`config.mk`:
```
export PLATFORM = sky130hd
export DESIGN_NAME = pipeline_hazard_ctrl
export DESIGN_NICKNAME = d
export VERILOG_FILES = /design/src/rtl/pipe_ctrl_pkg.sv /design/src/rtl/pipeline_hazard_ctrl_sat_counter.sv /design/src/rtl/pipeline_hazard_ctrl.sv
export SDC_FILE = /design/constraint.sdc
export NUM_CORES = 1
export LEC_CHECK = 0
export CAP_MARGIN = 20
export CORE_MARGIN = 2
export CORE_UTILIZATION = 44
export CTS_CLUSTER_DIAMETER = 40
export DETAILED_ROUTE_END_ITERATION = 12
export PLACE_DENSITY = 0.76
export RECOVER_POWER = 25
export REMOVE_ABC_BUFFERS = 1
export SLEW_MARGIN = 25
export SYNTH_ARGS = -nofsm -noshare
export SYNTH_HDL_FRONTEND = slang
export SYNTH_SLANG_ARGS = --single-unit
```
`constraint.sdc`:
```
create_clock -name clk -period 2.4 [get_ports clk]
set_input_delay 0.48 -clock clk [delete_from_list [all_inputs] [get_ports clk]]
set_output_delay 0.48 -clock clk [all_outputs]
set_load 0.01 [all_outputs]
```
`src/rtl/pipe_ctrl_pkg.sv`:
```
// Shared types and constants for the pipeline hazard/sequencing controller.
package pipe_ctrl_pkg;
  typedef enum logic [1:0] {
    RUN      = 2'd0,
    MEM_WAIT = 2'd1,
    HALT     = 2'd2
  } state_e;

  localparam logic [4:0] REG_ZERO    = 5'd0;
  localparam int         DEF_TIMEOUT = 64;
  localparam int         DEF_CNT_W   = 32;
endpackage

```
`src/rtl/pipeline_hazard_ctrl_sat_counter.sv`:
```
// Saturating up-counter: holds at all-ones instead of wrapping.
module sat_counter #(
  parameter int W = 32
) (
  input  logic         clk,
  input  logic         rst,
  input  logic         inc,
  input  logic         clear,
  output logic [W-1:0] count
);
  logic [W-1:0] r_cnt;

  always_ff @(posedge clk or posedge rst) begin
    if (rst) begin
      r_cnt <= '0;
    end else if (clear) begin
      r_cnt <= '0;
    end else if (inc && (r_cnt != '1)) begin
      r_cnt <= r_cnt + 1'b1;
    end
  end

  assign count = r_cnt;
endmodule

```
`src/rtl/pipeline_hazard_ctrl.sv`:
```
// Pipeline sequencing: memory freeze > branch flush > load-use stall, plus a
// memory-wait watchdog that parks the pipeline in HALT until reset.
module pipeline_hazard_ctrl
  import pipe_ctrl_pkg::*;
#(
  parameter int TIMEOUT = DEF_TIMEOUT,
  parameter int CNT_W   = DEF_CNT_W
) (
  input  logic             clk,
  input  logic             rst,
  input  logic [4:0]       ifid_rs,
  input  logic [4:0]       ifid_rt,
  input  logic             ifid_uses_rt,
  input  logic             idex_memread,
  input  logic [4:0]       idex_rt,
  input  logic             exmem_branch_taken,
  input  logic             dmem_req,
  input  logic             dmem_ready,
  output logic             pc_write,
  output logic             ifid_write,
  output logic             idex_write,
  output logic             exmem_write,
  output logic             memwb_write,
  output logic             ifid_flush,
  output logic             idex_flush,
  output logic             exmem_flush,
  output logic             halted,
  output logic             mem_timeout,
  output logic [CNT_W-1:0] stall_count,
  output logic [CNT_W-1:0] flush_count
);
  localparam int              WC_W  = $clog2(TIMEOUT + 1);
  localparam logic [WC_W-1:0] TO_V  = WC_W'(TIMEOUT);
  localparam logic [WC_W-1:0] ONE_V = WC_W'(1);

  state_e          r_state;
  logic [WC_W-1:0] r_wait_cnt;
  logic            r_mem_timeout;

  logic            w_freeze;
  logic            w_active;
  logic            w_loaduse;
  logic            w_branch;
  logic            w_stall;
  logic            w_stall_inc;
  logic [WC_W-1:0] w_wait_nxt;

  assign w_freeze = ((r_state == RUN) && dmem_req && !dmem_ready) ||
                    ((r_state == MEM_WAIT) && !dmem_ready);

  // The release cycle of MEM_WAIT behaves exactly like RUN.
  assign w_active = !rst && (r_state != HALT) && !w_freeze;

  assign w_loaduse = idex_memread && (idex_rt != REG_ZERO) &&
                     ((idex_rt == ifid_rs) || (ifid_uses_rt && (idex_rt == ifid_rt)));

  assign w_branch = w_active && exmem_branch_taken;
  assign w_stall  = w_active && !exmem_branch_taken && w_loaduse;

  assign pc_write    = w_active && !w_stall;
  assign ifid_write  = w_active && !w_stall;
  assign idex_write  = w_active;
  assign exmem_write = w_active;
  assign memwb_write = w_active;
  assign ifid_flush  = w_branch;
  assign idex_flush  = w_branch || w_stall;
  assign exmem_flush = w_branch;

  assign halted      = (r_state == HALT);
  assign mem_timeout = r_mem_timeout;

  assign w_wait_nxt  = r_wait_cnt + ONE_V;
  assign w_stall_inc = (r_state != HALT) && !pc_write;

  always_ff @(posedge clk or posedge rst) begin
    if (rst) begin
      r_state       <= RUN;
      r_wait_cnt    <= '0;
      r_mem_timeout <= 1'b0;
    end else begin
      case (r_state)
        RUN: begin
          if (dmem_req && !dmem_ready) begin
            r_state    <= MEM_WAIT;
            r_wait_cnt <= ONE_V;
          end
        end
        MEM_WAIT: begin
          if (dmem_ready) begin
            r_state    <= RUN;
            r_wait_cnt <= '0;
          end else begin
            r_wait_cnt <= w_wait_nxt;
            // wait_cnt counts frozen cycles; TIMEOUT of them trips the watchdog.
            if (w_wait_nxt == TO_V) begin
              r_state       <= HALT;
              r_mem_timeout <= 1'b1;
            end
          end
        end
        HALT: begin
          r_state <= HALT;
        end
        default: begin
          r_state    <= RUN;
          r_wait_cnt <= '0;
        end
      endcase
    end
  end

  sat_counter #(.W(CNT_W)) u_stall_cnt (
    .clk   (clk),
    .rst   (rst),
    .inc   (w_stall_inc),
    .clear (1'b0),
    .count (stall_count)
  );

  sat_counter #(.W(CNT_W)) u_flush_cnt (
    .clk   (clk),
    .rst   (rst),
    .inc   (w_branch),
    .clear (1'b0),
    .count (flush_count)
  );
endmodule

```
# Word-level counts from Yosys, hierarchy flattened
# Cells that the tools add are included.
# word_totals
register_bits	74
in_bits	22
wordCells	57
# classes
add_sub_neg	3
eq_ne	10
n_mux	7
n_bitwise	2
reduce_logical	30
# op_table
operator	count
32-bit by 1-bit adder with 32-bit output, second input constant	2
32-bit inequality test, second input constant	2
7-bit one-hot mux with 3 select lines	1
1-bit logical AND	16
7-bit 2-to-1 mux	2
5-bit == test	2
7-bit by 1-bit adder with 7-bit output, second input constant	1
7-bit == test, second input constant	1
1-bit zero test	6
2-bit 2-to-1 mux	3
2-bit one-hot mux with 3 select lines	1
5-bit nonzero test	1
2-bit AND reduction	2
1-bit logical OR	3
3-bit by 2-bit inequality test with 1-bit output, second input constant	1
3-bit AND reduction	1
2-bit by 1-bit == test with 1-bit output, second input constant	1
2-bit == test, second input constant	1
2-bit zero test	1
2-bit by 1-bit inequality test with 1-bit output, second input constant	1
2-bit inequality test, second input constant	1
1-bit inverter	2

# Depth between registers and ports, before layout
# depth
ltp_word	13
ltp_mapped	9
ltp_nobuf	8

# Cells and area by module
# From an unflattened synthesis, not the netlist that was laid out.
# unflattened
hier_cells	456
area_unflattened_um2	4221.5
# by_module_without_submodules
mod	instances	cells_per_inst	area_each_um2	seq_area_each_um2
sat_counter	2	186	1740.4	800.8
pipeline_hazard_ctrl	1	84	740.7	250.2

# Worst setup path before layout
# OpenSTA, ideal clock, no wires.
# synth_path
path_type	in2out
start	in idex_rt[1]
end	out pc_write
arrival_time_ns	1.712
required_time_ns	1.920
slack_ns	0.208
path_stages	5
n_path_buf	1
cell_sequence	or4_1 > o21ai_0 > nor2_1 > nor2b_1 > buf_4
# synth_via
elab_chain_len	7
word_cells_on_any_way	10
classes_between	eq/ne (2); reduce/logical (8)
# synth_rtl
item	line	text
from (decl)	pipeline_hazard_ctrl.sv:15	input logic [4:0] idex_rt,
5-bit == test	pipeline_hazard_ctrl.sv:55	((idex_rt == ifid_rs) || (ifid_uses_rt && (idex_rt == ifid_rt)));
1-bit logical AND	pipeline_hazard_ctrl.sv:55	
1-bit logical OR	pipeline_hazard_ctrl.sv:55	
1-bit logical AND (*)	pipeline_hazard_ctrl.sv:54	assign w_loaduse = idex_memread && (idex_rt != REG_ZERO) &&
1-bit logical AND (*)	pipeline_hazard_ctrl.sv:58	assign w_stall = w_active && !exmem_branch_taken && w_loaduse;
1-bit zero test (*)	-	
1-bit logical AND (*)	-	
to (decl)	pipeline_hazard_ctrl.sv:19	output logic pc_write,
# Mark *: on every way between the ends. The rest lies on a longest branch, timed or not.

# Worst setup path in the final report
# layout_path
start	in idex_rt[2]
end	out idex_flush
# layout_via
elab_chain_len	6
word_cells_on_any_way	9
classes_between	eq/ne (2); reduce/logical (7)
# layout_rtl
item	line	text
5-bit == test	pipeline_hazard_ctrl.sv:55	
1-bit logical AND	pipeline_hazard_ctrl.sv:55	
1-bit logical OR	pipeline_hazard_ctrl.sv:55	
1-bit logical AND (*)	pipeline_hazard_ctrl.sv:54	
1-bit logical AND (*)	pipeline_hazard_ctrl.sv:58	
1-bit logical OR (*)	pipeline_hazard_ctrl.sv:66	assign idex_flush = w_branch || w_stall;
to (decl)	pipeline_hazard_ctrl.sv:25	output logic idex_flush,
# Marks and branches as above.

==> flow_summary_export.csv <==
group,metric,value,unit
run_status,status,"finished clean",
layout,stdcell_area,5400,sq um
sta,min_period,2.34,ns
layout,utilization,65.3,%
global_routing,grt_usage,20.9,%
die,boundaryPins,96,
synthesis,ys_types,49,
global_routing,grt_overflow,0,
layout,nets,537,
die,initial_core_util,45.7,%
synthesis,netlist_instances,366,
cts,cts_buffers,9,
placed_design,dp_hpwl,7.01,mm
cts,clk_transition_reported_paths,0.07,ns
placed_design,io_buffers,95,
critical_path,max_stage_delay,0.54,ns
die,die_area,9330,sq um
hold_path,holdPathStages,1,
critical_path,critical_path.max_fanout,3,
synthesis,yosysMostFrequentCell,"dfrtp_1",
cts,cts_buffer_depth,2,
critical_path,end_kind,"output port",
critical_path,path_cells,"dlygate4sd2_1, or4_4, o21ai_4, nor2_4, o21a_1, buf_2",
critical_path,setup.worst_path.class,"input port to output port",
routing,wl,9.45,mm
pwr,p_leak,2.48,nW
die,die_x,96.6,um
sta,skew,0.00538,ns
layout,area_growth,43.0,%
cts,clock-sinks,74,
cts,cts_tree,"done",
cts,clk_latency,0.35,ns
global_routing,antenna_found_initial,2,
sta,rsz0062_at_grt,"no",
sta,worst_pin_slew,0.782,ns
cts,clockRootBuffer,"clkbuf_8",
critical_path,worstPathArrival,1.86,ns
cts,cts_hold_buf,0,
synthesis,seq_area_frac_synth,49.1,%
sta,holdWs,0.476,ns
layout,fillers,683,
die,rows,33,
sta,slew_headroom,47.8,%
sta,fin_crit_sh,97.4,%
critical_path,slowest_stage,"or4_4",
synthesis,synth_async_sr_flop_share,100,%
synthesis,syn_area,3770,sq um
global_routing,first_global_vias,3348,
global_routing,grt_pass1_wl,16.1,mm
sta,fmax,428,MHz
hold_path,hold_path_class,"flip-flop to flip-flop",
die,die_h,96.6,um
sta,setup_viol,0,
synthesis,synth.area.top_cells,"dfrtp_1, xor2_1, xnor2_1, nand3_1, nand2_1",
placed_design,place_area,5120,sq um
critical_path,startpoint_type,"input port",
layout,final-seq-area,1850,sq um
synthesis,yosys_warnings,0,
synthesis,yosys.area.top_type,"dfrtp_1",
synthesis,synth_common_cells,"dfrtp_1, xor2_1, nand2_1, xnor2_1, nor2_1",
routing,wl_per_cell,15.2,um
layout,drive_gt1_share,18.8,%
critical_path,ff2ff_path_depth,6,
global_routing,grt_max_degree,37,
layout,multi_input_area,1880,sq um
critical_path,timing.rr.start,"u_stall_cnt.count[10]",
synthesis,ys_ff_latch,74,
routing,drt_iter0_markers,112,
synthesis,synth-main-ff-cell,"dfrtp_1",
routing,drc,0,
synthesis,synth_edf_count,0,
synthesis,syn_area_per_cell,10.3,sq um
pwr,total_power,3.20,mW
critical_path,cp.required,1.92,ns
routing,ant_nets,0,
critical_path,worstSetupStartpoint,"idex_rt[2]",
pwr,irDropWorstVdd,370,uV
routing,drt_pass1_iterations,4,
routing,num_vias,3247,
pwr,power.density,593,nW/um^2
flow_run,maxCapViolCount,0,
hold_path,holdCritStartpoint,"mem_timeout",
routing,vias_per_cell,5.21,
die,core-area,8260,sq um
synthesis,yosys.area.top_type_share,49.1,%
sta,slew_viol_final,0,
cts,htreeDepth,3,
placed_design,gp_congestion,0.893,
sta,hold_violations,0,
[kinds of logic after synthesis]
kind of cell	Yosys count	synth area share (%)
AND/OR/NAND/NOR	169	24.5
flip-flops	74	49.1
XOR/XNOR	73	16.9
AO/OA/AOI/OAI	23	4.81
buffers and inverters	21	2.82
multiplexers	3	0.862
adder cells (fa/ha/maj)	3	0.995
[placed cells by master, fill, tap and decap left out, types with 4 or more instances in the layout]
| master | netlist | routed |
|---|---|---|
| buf_4 | 5 | 42 |
| nor3_1 | 17 | 15 |
| clkinv_2 | 1 | 4 |
| dfrtp_1 | 74 | 74 |
| dlygate4sd2_1 | 0 | 12 |
| xor2_1 | 39 | 39 |
| xnor2_1 | 34 | 33 |
| nor3_2 | 2 | 4 |
| clkbuf_8 | 0 | 11 |
| nor4_1 | 7 | 7 |
| inv_1 | 14 | 14 |
| o21ai_0 | 9 | 7 |
| nand3_1 | 28 | 27 |
| nor2_1 | 30 | 29 |
| and4_1 | 5 | 5 |
| nand4_1 | 14 | 14 |
| and3_1 | 9 | 9 |
| clkdlybuf4s50_1 | 0 | 74 |
| nand2_1 | 34 | 34 |
[per-stage QoR]
stage / setup WS [ns] / TNS [ns] / instances
finish: 0.0636 / 0 / 623
global route: 0.000292 / 0 / 622
detailed placement: -0.618 / -17.97 / 599
global placement: -0.579 / -16.23 / 599
CTS: 0.00482 / 0 / 619
floorplan: 0.0384 / 0 / 360
[report_power, final]
part,internal (mW),switching [mW],leakage (nW)
clock network,0.531,0.458,0.105
registers,1.36,0.153,0.972
logic,0.394,0.310,1.41
total,2.28,0.921,2.48
[final cells by class]
cell class,count,area share [%]
flip-flops and latches,74,34.3
clock inverters,5,0.974
multi-input cells,271,34.8
clock buffers,11,2.81
well taps,105,2.44
inverters,15,1.07
repair buffers,141,23.6
diodes,1,0.0464
[per-layer routing]
| layer | wire length [um] | GRT usage, % | part of all wire (%) | vias up |
|---|---|---|---|---|
| met3 | 468 | 5.35 | 5.0 | 17 |
| li1 | - | - | - | 1565 |
| met2 | 4710 | 35.1 | 50 | 96 |
| met5 | 13 | 0 | 0.14 | - |
| met4 | 145 | 7.80 | 1.5 | 2 |
| met1 | 4110 | 25.9 | 43 | 1567 |
[worst paths after layout]
path	endpoint	slack [ns]
worst min-delay path	mem_timeout	0.48
worst min register to register	mem_timeout	0.48
max in group asynchronous	u_stall_cnt.count[5]	0.43
worst max register to register	u_stall_cnt.count[1]	0.15
min in group asynchronous	u_flush_cnt.count[6]	0.92
worst max-delay path	idex_flush	0.06
[sequential cells by signal (all words and copies together) (netlist names)]
name / flops
u_flush_cnt.count: 32
u_stall_cnt.count: 32
r_wait_cnt: 7
r_state: 2
mem_timeout: 1
[worst max-delay path, delay by kind of cell]
kind | cells | cell delay [ns]
simple gates | 2 | 0.59
compound gates | 2 | 0.37
buf+inv | 2 | 0.41
[repair_timing]
item                                    4_1_cts  5_1_grt
pin swaps                                    10        7
resized for setup                            39       10
setup buffers                                 4        3
hold endpoints to repair                      0        0
endpoints found under the setup margin       11       22
Note: power is estimated with default switching activity, not from simulation.
